<file path="src/rtl/rx_align_pkg.sv">
// ============================================================================
// rx_align_pkg : shared widths, K28.5 patterns and alignment state encoding
// Rev 1.0
// ============================================================================
`default_nettype none

package rx_align_pkg;

  localparam int SYM_W = 10;
  localparam int CNT_W = 4;

  localparam logic [SYM_W-1:0] K28_5_N = 10'b0011111010;
  localparam logic [SYM_W-1:0] K28_5_P = 10'b1100000101;
  localparam logic [CNT_W-1:0] CNT_MAX = 4'd15;

  typedef enum logic [1:0] {
    HUNT   = 2'd0,
    VERIFY = 2'd1,
    LOCKED = 2'd2
  } align_state_e;

  function automatic logic [CNT_W-1:0] sat_inc(input logic [CNT_W-1:0] v);
    return (v == CNT_MAX) ? v : v + CNT_W'(1);
  endfunction

endpackage

`default_nettype wire

</file>
<file path="src/rtl/rx_comma_detect.sv">
// ============================================================================
// rx_comma_detect : flags a 10-bit window equal to either K28.5 disparity form
// Rev 1.0
// ============================================================================
`default_nettype none

module rx_comma_detect
  import rx_align_pkg::*;
#(
  parameter logic [SYM_W-1:0] COMMA_N = K28_5_N,
  parameter logic [SYM_W-1:0] COMMA_P = K28_5_P
) (
  input  logic [SYM_W-1:0] window,
  output logic             hit
);

  assign hit = (window == COMMA_N) || (window == COMMA_P);

endmodule

`default_nettype wire

</file>
<file path="src/rtl/rx_symbol_aligner.sv">
// ============================================================================
// rx_symbol_aligner : serial K28.5 hunt/verify/lock, emits aligned 10-bit words
// Optional err_cnt output enabled by RX_ALIGN_ERRCNT_EN.  Rev 1.0
// ============================================================================
`default_nettype none

module rx_symbol_aligner
  import rx_align_pkg::*;
#(
  parameter logic [SYM_W-1:0] COMMA_N    = K28_5_N,
  parameter logic [SYM_W-1:0] COMMA_P    = K28_5_P,
  parameter int unsigned      VERIFY_CNT = 3,
  parameter int unsigned      LOSS_CNT   = 4
) (
  input  logic             clk,
  input  logic             rst_n,
  input  logic             bit_valid,
  input  logic             bit_in,
  output logic [SYM_W-1:0] data_tx,
  output logic             data_valid,
  output logic             is_comma,
  output logic             locked,
  output logic [1:0]       align_state
`ifdef RX_ALIGN_ERRCNT_EN
  ,
  output logic [7:0]       err_cnt
`endif
);

  localparam logic [CNT_W-1:0] VERIFY_N = CNT_W'(VERIFY_CNT);
  localparam logic [CNT_W-1:0] LOSS_N   = CNT_W'(LOSS_CNT);
  localparam logic [3:0]       LAST_BIT = 4'd9;

  align_state_e     state_q, state_d;
  // Only the newest nine bits are kept; the incoming bit completes the window.
  logic [SYM_W-2:0] sr_q, sr_d;
  logic [3:0]       bit_cnt_q, bit_cnt_d;
  logic [CNT_W-1:0] good_q, good_d;
  logic [CNT_W-1:0] loss_q, loss_d;
  logic [SYM_W-1:0] data_q, data_d;
  logic             dv_q, dv_d;
  logic             comma_q, comma_d;

  logic [SYM_W-1:0] window;
  logic             hit;
  logic             boundary;

  assign window   = {sr_q, bit_in};
  assign boundary = (bit_cnt_q == LAST_BIT);

  rx_comma_detect #(
    .COMMA_N (COMMA_N),
    .COMMA_P (COMMA_P)
  ) u_comma_detect (
    .window (window),
    .hit    (hit)
  );

  always_comb begin
    state_d   = state_q;
    sr_d      = sr_q;
    bit_cnt_d = bit_cnt_q;
    good_d    = good_q;
    loss_d    = loss_q;
    data_d    = data_q;
    dv_d      = 1'b0;
    comma_d   = 1'b0;

    if (bit_valid) begin
      sr_d      = window[SYM_W-2:0];
      bit_cnt_d = boundary ? 4'd0 : bit_cnt_q + 4'd1;

      case (state_q)
        HUNT: begin
          if (hit) begin
            bit_cnt_d = 4'd0;
            good_d    = CNT_W'(1);
            if (VERIFY_N == CNT_W'(1)) begin
              state_d = LOCKED;
              loss_d  = '0;
            end else begin
              state_d = VERIFY;
            end
          end
        end

        VERIFY: begin
          if (hit && boundary) begin
            good_d = sat_inc(good_q);
            if (good_d >= VERIFY_N) begin
              state_d = LOCKED;
              loss_d  = '0;
            end
          end else if (hit) begin
            state_d = HUNT;
            good_d  = '0;
          end
        end

        LOCKED: begin
          if (boundary) begin
            data_d  = window;
            dv_d    = 1'b1;
            comma_d = hit;
            if (hit) begin
              loss_d = '0;
            end
          end else if (hit) begin
            loss_d = sat_inc(loss_q);
            if (loss_d >= LOSS_N) begin
              state_d = HUNT;
              good_d  = '0;
              loss_d  = '0;
            end
          end
        end

        default: state_d = HUNT;
      endcase
    end
  end

  always_ff @(posedge clk) begin
    if (!rst_n) begin
      state_q   <= HUNT;
      sr_q      <= '0;
      bit_cnt_q <= '0;
      good_q    <= '0;
      loss_q    <= '0;
      data_q    <= '0;
      dv_q      <= 1'b0;
      comma_q   <= 1'b0;
    end else begin
      state_q   <= state_d;
      sr_q      <= sr_d;
      bit_cnt_q <= bit_cnt_d;
      good_q    <= good_d;
      loss_q    <= loss_d;
      data_q    <= data_d;
      dv_q      <= dv_d;
      comma_q   <= comma_d;
    end
  end

`ifdef RX_ALIGN_ERRCNT_EN
  logic [7:0] err_q, err_d;
  logic       off_hit;

  // A misaligned comma only counts once alignment has been acquired.
  assign off_hit = bit_valid && hit && !boundary && (state_q != HUNT);

  always_comb begin
    err_d = err_q;
    if (off_hit && (err_q != 8'hFF)) begin
      err_d = err_q + 8'd1;
    end
  end

  always_ff @(posedge clk) begin
    if (!rst_n) begin
      err_q <= '0;
    end else begin
      err_q <= err_d;
    end
  end

  assign err_cnt = err_q;
`endif

  assign data_tx     = data_q;
  assign data_valid  = dv_q;
  assign is_comma    = comma_q;
  assign locked      = (state_q == LOCKED);
  assign align_state = state_q;

endmodule

`default_nettype wire

</file>
<file path="config.mk">
export PLATFORM = sky130hd
export DESIGN_NAME = rx_symbol_aligner
export DESIGN_NICKNAME = d
export VERILOG_FILES = /design/src/rtl/rx_align_pkg.sv /design/src/rtl/rx_comma_detect.sv /design/src/rtl/rx_symbol_aligner.sv
export SDC_FILE = /design/constraint.sdc
export NUM_CORES = 1
export LEC_CHECK = 0
export BUFFER_PORTS_ARGS = -buffer_cell sky130_fd_sc_hd__buf_2
export CAP_MARGIN = 20
export CORE_AREA = 2 2 77 94
export CTS_BUF_LIST = sky130_fd_sc_hd__clkbuf_4
export DETAILED_ROUTE_END_ITERATION = 6
export DIE_AREA = 0 0 79 96
export PLACE_DENSITY = 0.37
export SLEW_MARGIN = 25
export SYNTH_ARGS = -nofsm -noshare
export SYNTH_HDL_FRONTEND = slang
export SYNTH_SLANG_ARGS = --single-unit
export TNS_END_PERCENT = 1
</file>
<file path="constraint.sdc">
create_clock -name clk -period 3.5 [get_ports clk]
set_clock_uncertainty 0.05 [all_clocks]
set_input_delay 0.875 -clock clk [delete_from_list [all_inputs] [get_ports clk]]
set_output_delay 0.875 -clock clk [all_outputs]
set_load 0.02 [all_outputs]
</file>
== After elaboration in Yosys (flattened, before gate mapping) ==
Cells that the tools add are included.
Storage, ports and cells
  bits in registers: 35
  input port bits: 4
  output and inout port bits: 15
  logic and storage cells: 66
Cells by class
  add/subtract/negate cells: 3
  magnitude comparators: 2
  equality and inequality tests: 15
  multiplexer cells: 27
  reduce and logical (&&, ||, !) cells: 11
Operator list (count)
  2-to-1 mux 4 bit: 16
  2-to-1 mux 2 bit: 7
  AND reduction 7 bit: 2
  adder 4 x 1 -> 4 bit (second input constant): 3
  == test 4 bit (second input constant): 3
  one-hot mux 4 bit (3 select lines): 1
  == test 10 bit (second input constant): 1
  == test 10 x 8 -> 1 bit (second input constant): 1
  inequality test 2 bit (second input constant): 4
  one-hot mux 4 bit (2 select lines): 1
  inequality test 3 bit (second input constant): 2
  one-hot mux 2 bit (3 select lines): 1
  AND reduction 3 bit: 2
  AND reduction 5 bit: 1
  greater-or-equal comparator 4 x 2 -> 1 bit (second input constant): 1
  greater-or-equal comparator 4 x 3 -> 1 bit (second input constant): 1
  inequality test 2 x 1 -> 1 bit (second input constant): 2
  AND reduction 4 bit: 1
  nonzero test 3 bit: 1
  == test 2 x 1 -> 1 bit (second input constant): 1
  == test 2 bit (second input constant): 1
  logical NOT 2 bit: 1
  nonzero test 2 bit: 1
  logical AND 1 bit: 1
  2 further kinds: 2

== Depth between registers and ports, before layout ==
Gate-level depths: netlist (run 1).
  depth in word-level cells: 7
  depth in mapped cells: 7
  gate-level depth less buffers: 7

== Modules after synthesis ==
Synthesis (run 1) repeated with hierarchy kept, for this count alone.
Second synthesis, totals
  cells, all modules: 185
  area total of the unflattened synthesis: 1706.6 um^2
Modules (own cells, without submodules)
  rx_symbol_aligner: times used 1, cells each 179, area an instance 1645.3 um^2, seq. area each 700.7 um^2
  rx_comma_detect: times used 1, cells each 6, area an instance 61.3 um^2, seq. area each 0.0 um^2

== Least setup slack after synthesis (run 1) ==
No wires, ideal clock.
  path kind: input-to-reg
  start point: input bit_in
  end point: register good_q[1]
  library setup time: 75 ps
  arrival: 2401 ps
  required time: 3375 ps
  slack: 974 ps
  stages on the path: 6
  buffers on the path: 0
  cells stage by stage: nand4bb_1 or4_4 nand2_4 o211ai_4 or4b_1 o22ai_1
On the way
  cells in the longest elaborated chain, start to end: 5
  elaborated cells between the ends (all ways): 10
  those cells by class: eq/ne: 5; mux: 2; reduce/logical: 3
RTL lines
  start: declaration: line rx_symbol_aligner.sv:18  | input logic bit_in,
  == test 10 x 8 -> 1 bit / == test 10 bit (equally long branches): line rx_comma_detect.sv:17  | assign hit = (window == COMMA_N) || (window == COMMA_P);
  logical OR 1 bit (*): line rx_comma_detect.sv:17
  logical AND 1 bit: line rx_symbol_aligner.sv:88  | if (hit && boundary) begin
  inequality test 3 bit (no line) / 2-to-1 mux 4 bit (equally long branches)
  AND reduction 7 bit (no line) / one-hot mux 4 bit (3 select lines) (equally long branches)
  end signal: assignment: line rx_symbol_aligner.sv:137  | good_q <= good_d;
  end: declaration: line rx_symbol_aligner.sv:38  | logic [CNT_W-1:0] good_q, good_d;
Mark *: on every way between the ends. The rest lies on a longest branch, timed or not.
A chain may end at the register's enable or synchronous reset.

== Worst setup path after layout (run 1) ==
Ends and elaborated chain as after synthesis.

==> results.cfg, run 1 <==
[status]
outcome = completed

[logic_synthesis]
synthArstFlopShare_pct = 0
synth_warnings = 0
synth_area_um2 = 1620
synth_seq_cells = 35
synthesis.instances = 188
synth_largest_type_area_fraction_pct = 43.3
post_synth_main_area_contributors = dfxtp_1 43%, nand2_1 7.7%, mux2i_1 7.4%
synth_edf_count = 0
synth.largest_area_cell = dfxtp_1
syn-num-nets = 197
synth.lib_cells_used.distinct = 39
flip_flop_cell_with_the_highest_count_after_synthesis = dfxtp_1
sequential_cell_area_fraction_in_the_yosys_report_pct = 43.3
avg_cell_area_syn_um2 = 8.61

[layout]
final_common_cell = dfxtp_1
flow.area_growth_from_synthesis_pct = 14.3
layout_common_cells = 35 x dfxtp_1, 33 x nand2_1, 22 x nor2_1
filler_cell_count = 778
share_of_layout_cells_above_drive_strength_1_pct = 16.7
num_antenna_cells = 0
finish.net_count = 218

[critical_path]
crit_path_max_fanout = 8
worst_setup_path_endpoint = good_q[1]
cp.required_ns = 3.71
critical_path_end_type = flop
worstReg2RegStart = align_state[0]
critical_path.startpoint = bit_in
timing.setup.critical_path_class = primary input to flop
worst_setup_path_start_kind = primary input
timing.reg2reg.setup_slack_ns = 1.20
r2r_cells = 7
arrival_ns = 2.64
worst_flop_to_flop_path_endpoint = good_q[1]

[clocking]
cts-root-to-sink-buffers = 2
cts_inserted_buffers = 5
clk_pin_slew_worst_paths_ns = 0.10
clock_tree_from_tritoncts = yes
clock_insertion_delay_at_the_later_pin_of_the_skew_report_ns = 0.34
holdBufCountCts = 0
post_cts.repair.setup_buffers = 0
cts.sinks = 35
cts_root_buf = clkbuf_4
cts-htree-levels = 2
cts_resized = 0

[placed_design]
final_estimated_routing_congestion_in_global_placement = 0.769
dp_hpwl_mm = 2.74
dpl_worst_slack_ns = 0.717
io_buffers = 18

[power]
powerDensity_nw_per_um2 = 347
p_leak_nw = 0.736
worst_ir_drop_vdd_mv = 0.181

[timing]
hold_viol = 0
layout_worst_path_cycle_share_pct = 69.5
final_critical_path_setup_slack_ns = 1.07
slew_headroom_pct = 68.7
final-setup-viol-count = 0
worst_slew_pin_slew_ns = 0.470
post_route_setup_tns_ns = 0
min_period_ns = 2.43
grt_setup_unrepaired = no
drv_slew = 0
timing.fmax_ghz = 0.411

[routing]
detailedRoute.firstIterationViolations = 37
route.detailed.vias_per_inst = 4.61
antenna_left = 0
num_vias = 1365
wl_mm = 3.78
drt_pass1_iterations = 4
avgRoutedWirePerCell_um = 12.8
drc = 0

[global_route]
number_of_global_route_vias_before_repair = 1389
global_route_wire_length_before_repair_mm = 6.57
grt_start_max_net_pins = 21
grt-ovfl-total = 0
grt_use_total_pct = 11.0
grt_antenna_before_repair = 0

[die]
rows = 33
start_util_pct = 24.2
boundaryPins = 19
dieWidth_um = 79
die_area_um2 = 7580
die_height_um = 96
floorplan_core_area_um2 = 6690

[min_path]
hold_class = flop to flop
worstHoldStart = loss_q[3]

[flow_run]
cap_viol_max_count = 0
## state kept, by name, indices dropped and copies added, names as in the netlist
| register | count |
|---|---|
| sr_q | 9 |
| data_valid | 1 |
| data_tx | 10 |
| loss_q | 4 |
| is_comma | 1 |
| align_state | 2 |
| bit_cnt_q | 4 |
| good_q | 4 |
## where the power goes
group          internal [W]  switching, W
logic            0.00000984     0.0000164
registers          0.000401    0.00000463
clock network     0.0000713      0.000138
total              0.000483      0.000159
## cells by family after synthesis
group / Yosys count / share of synthesized area, %
multiplexers: 12 / 7.42
buffers and inverters: 14 / 3.87
AND/OR/NAND/NOR: 83 / 24.8
adder cells (fa/ha/maj): 5 / 3.87
flip-flops: 35 / 43.3
AO/OA/AOI/OAI: 39 / 16.7
## final cells by class
class / instances / area [µm²] / area share [%]
multi-input combinational: 139 / 855 / 46.2
sequential: 35 / 701 / 37.9
inverter: 7 / 26.3 / 1.42
clock buffer: 5 / 37.5 / 2.03
tap: 87 / 109 / 5.89
clock inverter: 2 / 8.76 / 0.474
timing repair buffer: 21 / 113 / 6.09
## worst min path at each step
stage / cells past startpoint / end / slack, ns
detailed placement: 2 / loss_q[3] / 0.38
floorplan: 2 / loss_q[3] / 0.37
global route: 2 / loss_q[3] / 0.43
finish: 2 / loss_q[3] / 0.39
CTS: 2 / loss_q[3] / 0.40
global placement: 2 / loss_q[3] / 0.38
## critical path: stages
cell and delay, ns:
buf_2 0.12, nand4bb_1 0.17, or4_4 0.52, nand2_4 0.12, o211ai_4 0.13, or4b_1 0.55
o22ai_1 0.15
## metal layers
layer	GRT usage (%)	up-vias	part of all wire, %
met5	0	-	0
met4	5.46	0	2.8
met3	2.63	9	3.9
met2	19.4	19	47
met1	12.5	635	46
li1	-	702	-
## stage by stage
stage               util (%)  power (W)  cells  hold slack (ns)  area, µm²
floorplan                  -   0.000434    188            0.366       1620
global placement        27.0   0.000443    289            0.375       1800
detailed placement      27.0   0.000442    289            0.381       1800
CTS                     27.6   0.000653    296            0.398       1850
global route            27.6   0.000669    296            0.426       1850
finish                  27.6   0.000641    296            0.392       1850
## cells in the mapped netlist, drive strengths merged, types with 2 or more instances
master  number
a21boi       2
nand2b       3
nand3        2
nand2       34
o21ai        3
clkbuf       6
a21oi       19
nor2        22
nor4bb       2
o211a        2
dfxtp       35
inv          6
o221a        3
a31oi        2
nor4         2
mux2i       12
nand4        4
nor3         4
o211ai       2
and3         2
and2         3
ha           5
Note: power is estimated with default switching activity, not from simulation.
==> run 2, diff against run 1 <==
--- a/config.mk
+++ b/config.mk
@@ -11,7 +11,7 @@
 export CTS_BUF_LIST = sky130_fd_sc_hd__clkbuf_4
 export DETAILED_ROUTE_END_ITERATION = 6
 export DIE_AREA = 0 0 79 96
-export PLACE_DENSITY = 0.37
+export PLACE_DENSITY = 0.38
 export SLEW_MARGIN = 25
 export SYNTH_ARGS = -nofsm -noshare
 export SYNTH_HDL_FRONTEND = slang
==> constraint.sdc (replaced) <==
create_clock -name clk -period 2.07 [get_ports clk]
set_clock_uncertainty 0.05 [all_clocks]
set_input_delay 0.5175 -clock clk [delete_from_list [all_inputs] [get_ports clk]]
set_output_delay 0.5175 -clock clk [all_outputs]
set_load 0.02 [all_outputs]
==> results.cfg, run 2 (synthesis results as in run 1) <==
[die]
boundaryPins = 19
dieWidth_um = 79
rows = 33
floorplan_core_area_um2 = 6690
die_area_um2 = 7580
start_util_pct = 24.2
die_height_um = 96

[clocking]
holdBufCountCts = 0
clock_tree_from_tritoncts = yes
cts_resized = 0
cts-root-to-sink-buffers = 2
cts.sinks = 35
post_cts.repair.setup_buffers = 0
cts-htree-levels = 2
clock_insertion_delay_at_the_later_pin_of_the_skew_report_ns = 0.34
cts_root_buf = clkbuf_4
clk_pin_slew_worst_paths_ns = 0.11
cts_inserted_buffers = 5

[timing]
min_period_ns = 1.99
drv_slew = 0
hold_viol = 0
layout_worst_path_cycle_share_pct = 96.1
timing.fmax_ghz = 0.503
hold_ws_ns = 0.391
slew_headroom_pct = 73.5
grt_setup_unrepaired = no
worst_slew_pin_slew_ns = 0.397
final-setup-viol-count = 0

[critical_path]
timing.setup.critical_path_class = flop to flop
worst_setup_path_start_kind = flop
critical_path_end_type = flop
cp.required_ns = 2.29
arrival_ns = 2.21
crit_path_max_fanout = 5

[routing]
detailedRoute.firstIterationViolations = 48
avgRoutedWirePerCell_um = 12.1
num_vias = 1412
antenna_left = 0
route.detailed.vias_per_inst = 4.47
wl_mm = 3.81
drc = 0
drt_pass1_iterations = 4

[global_route]
number_of_global_route_vias_before_repair = 1379
grt_antenna_before_repair = 0
grt-ovfl-total = 0
grt_start_max_net_pins = 15
global_route_wire_length_before_repair_mm = 6.46
grt_use_total_pct = 11.1

[placed_design]
final_estimated_routing_congestion_in_global_placement = 0.714
dp_hpwl_mm = 2.80
io_buffers = 18
placedInstanceArea_um2 = 1960
place_inst = 308

[layout]
finish.net_count = 237
flow.area_growth_from_synthesis_pct = 26.3
largest_register_ffs = 10
layout.cell_area.non_filler_um2 = 2040
layout_common_cells = 33 x nand2_1, 32 x dfxtp_1, 22 x nor2_1, 22 x buf_4
postLayoutCoreUtil_pct = 30.5
share_of_layout_cells_above_drive_strength_1_pct = 27.1
num_antenna_cells = 0
final_common_cell = nand2_1
final_cells = 316
filler_cell_count = 732

[power]
total_power_w = 0.00123
powerDensity_nw_per_um2 = 602
worst_ir_drop_vdd_mv = 0.242
p_leak_nw = 0.848

[min_path]
hold_class = flop to flop

[status]
outcome = completed

[flow_run]
cap_viol_max_count = 0
-- run 2: final timing paths --
| check | startpoint | to | slack [ns] | cells past startpoint |
|---|---|---|---|---|
| setup reg to reg | sr_q[0] | good_q[1] | 0.08 | 6 |
| hold / removal | loss_q[3] | loss_q[3] | 0.39 | 2 |
| hold reg to reg | loss_q[3] | loss_q[3] | 0.39 | 2 |
| setup / recovery | sr_q[0] | good_q[1] | 0.08 | 6 |
-- run 2: area by class of cell --
class | instances | area, µm² | share of cell area (%)
multi-input combinational | 139 | 872 | 42.7
inverter | 7 | 26.3 | 1.29
clock buffer | 5 | 37.5 | 1.84
sequential | 35 | 704 | 34.5
clock inverter | 3 | 38.8 | 1.90
tap | 87 | 109 | 5.33
timing repair buffer | 40 | 255 | 12.5
-- run 2: metrics by stage --
stage          worst slack [ns]  TNS, ns
2_1_floorplan           -0.0265  -0.0265
3_3_place_gp             -0.140   -0.280
3_5_place_dp             -0.176   -0.442
4_1_cts                  0.0245        0
5_1_grt                 0.00128        0
6_report                 0.0817        0
-- run 2: report_power, final --
part           internal, W  switching, W  leakage (nW)  total [W]
combinational    0.0000252     0.0000318         0.521  0.0000570
sequential        0.000679    0.00000560         0.284   0.000684
clock             0.000248      0.000241        0.0426   0.000490
total             0.000952      0.000278         0.848    0.00123
-- run 2: metal layers --
layer / GRT usage [%] / up-vias / wire length (µm)
met5: 0 / - / 0
met4: 4.74 / 0 / 72
met3: 3.00 / 6 / 127
li1: - / 741 / -
met1: 13.2 / 649 / 1790
met2: 18.7 / 16 / 1820
-- run 2: critical path, stage by stage, from the launching register on --
cell	delay [ns]
dfxtp_1	0.43
nand4bb_1	0.13
or4_4	0.45
nand2_4	0.12
o211ai_4	0.08
or4b_1	0.52
o22ai_1	0.15
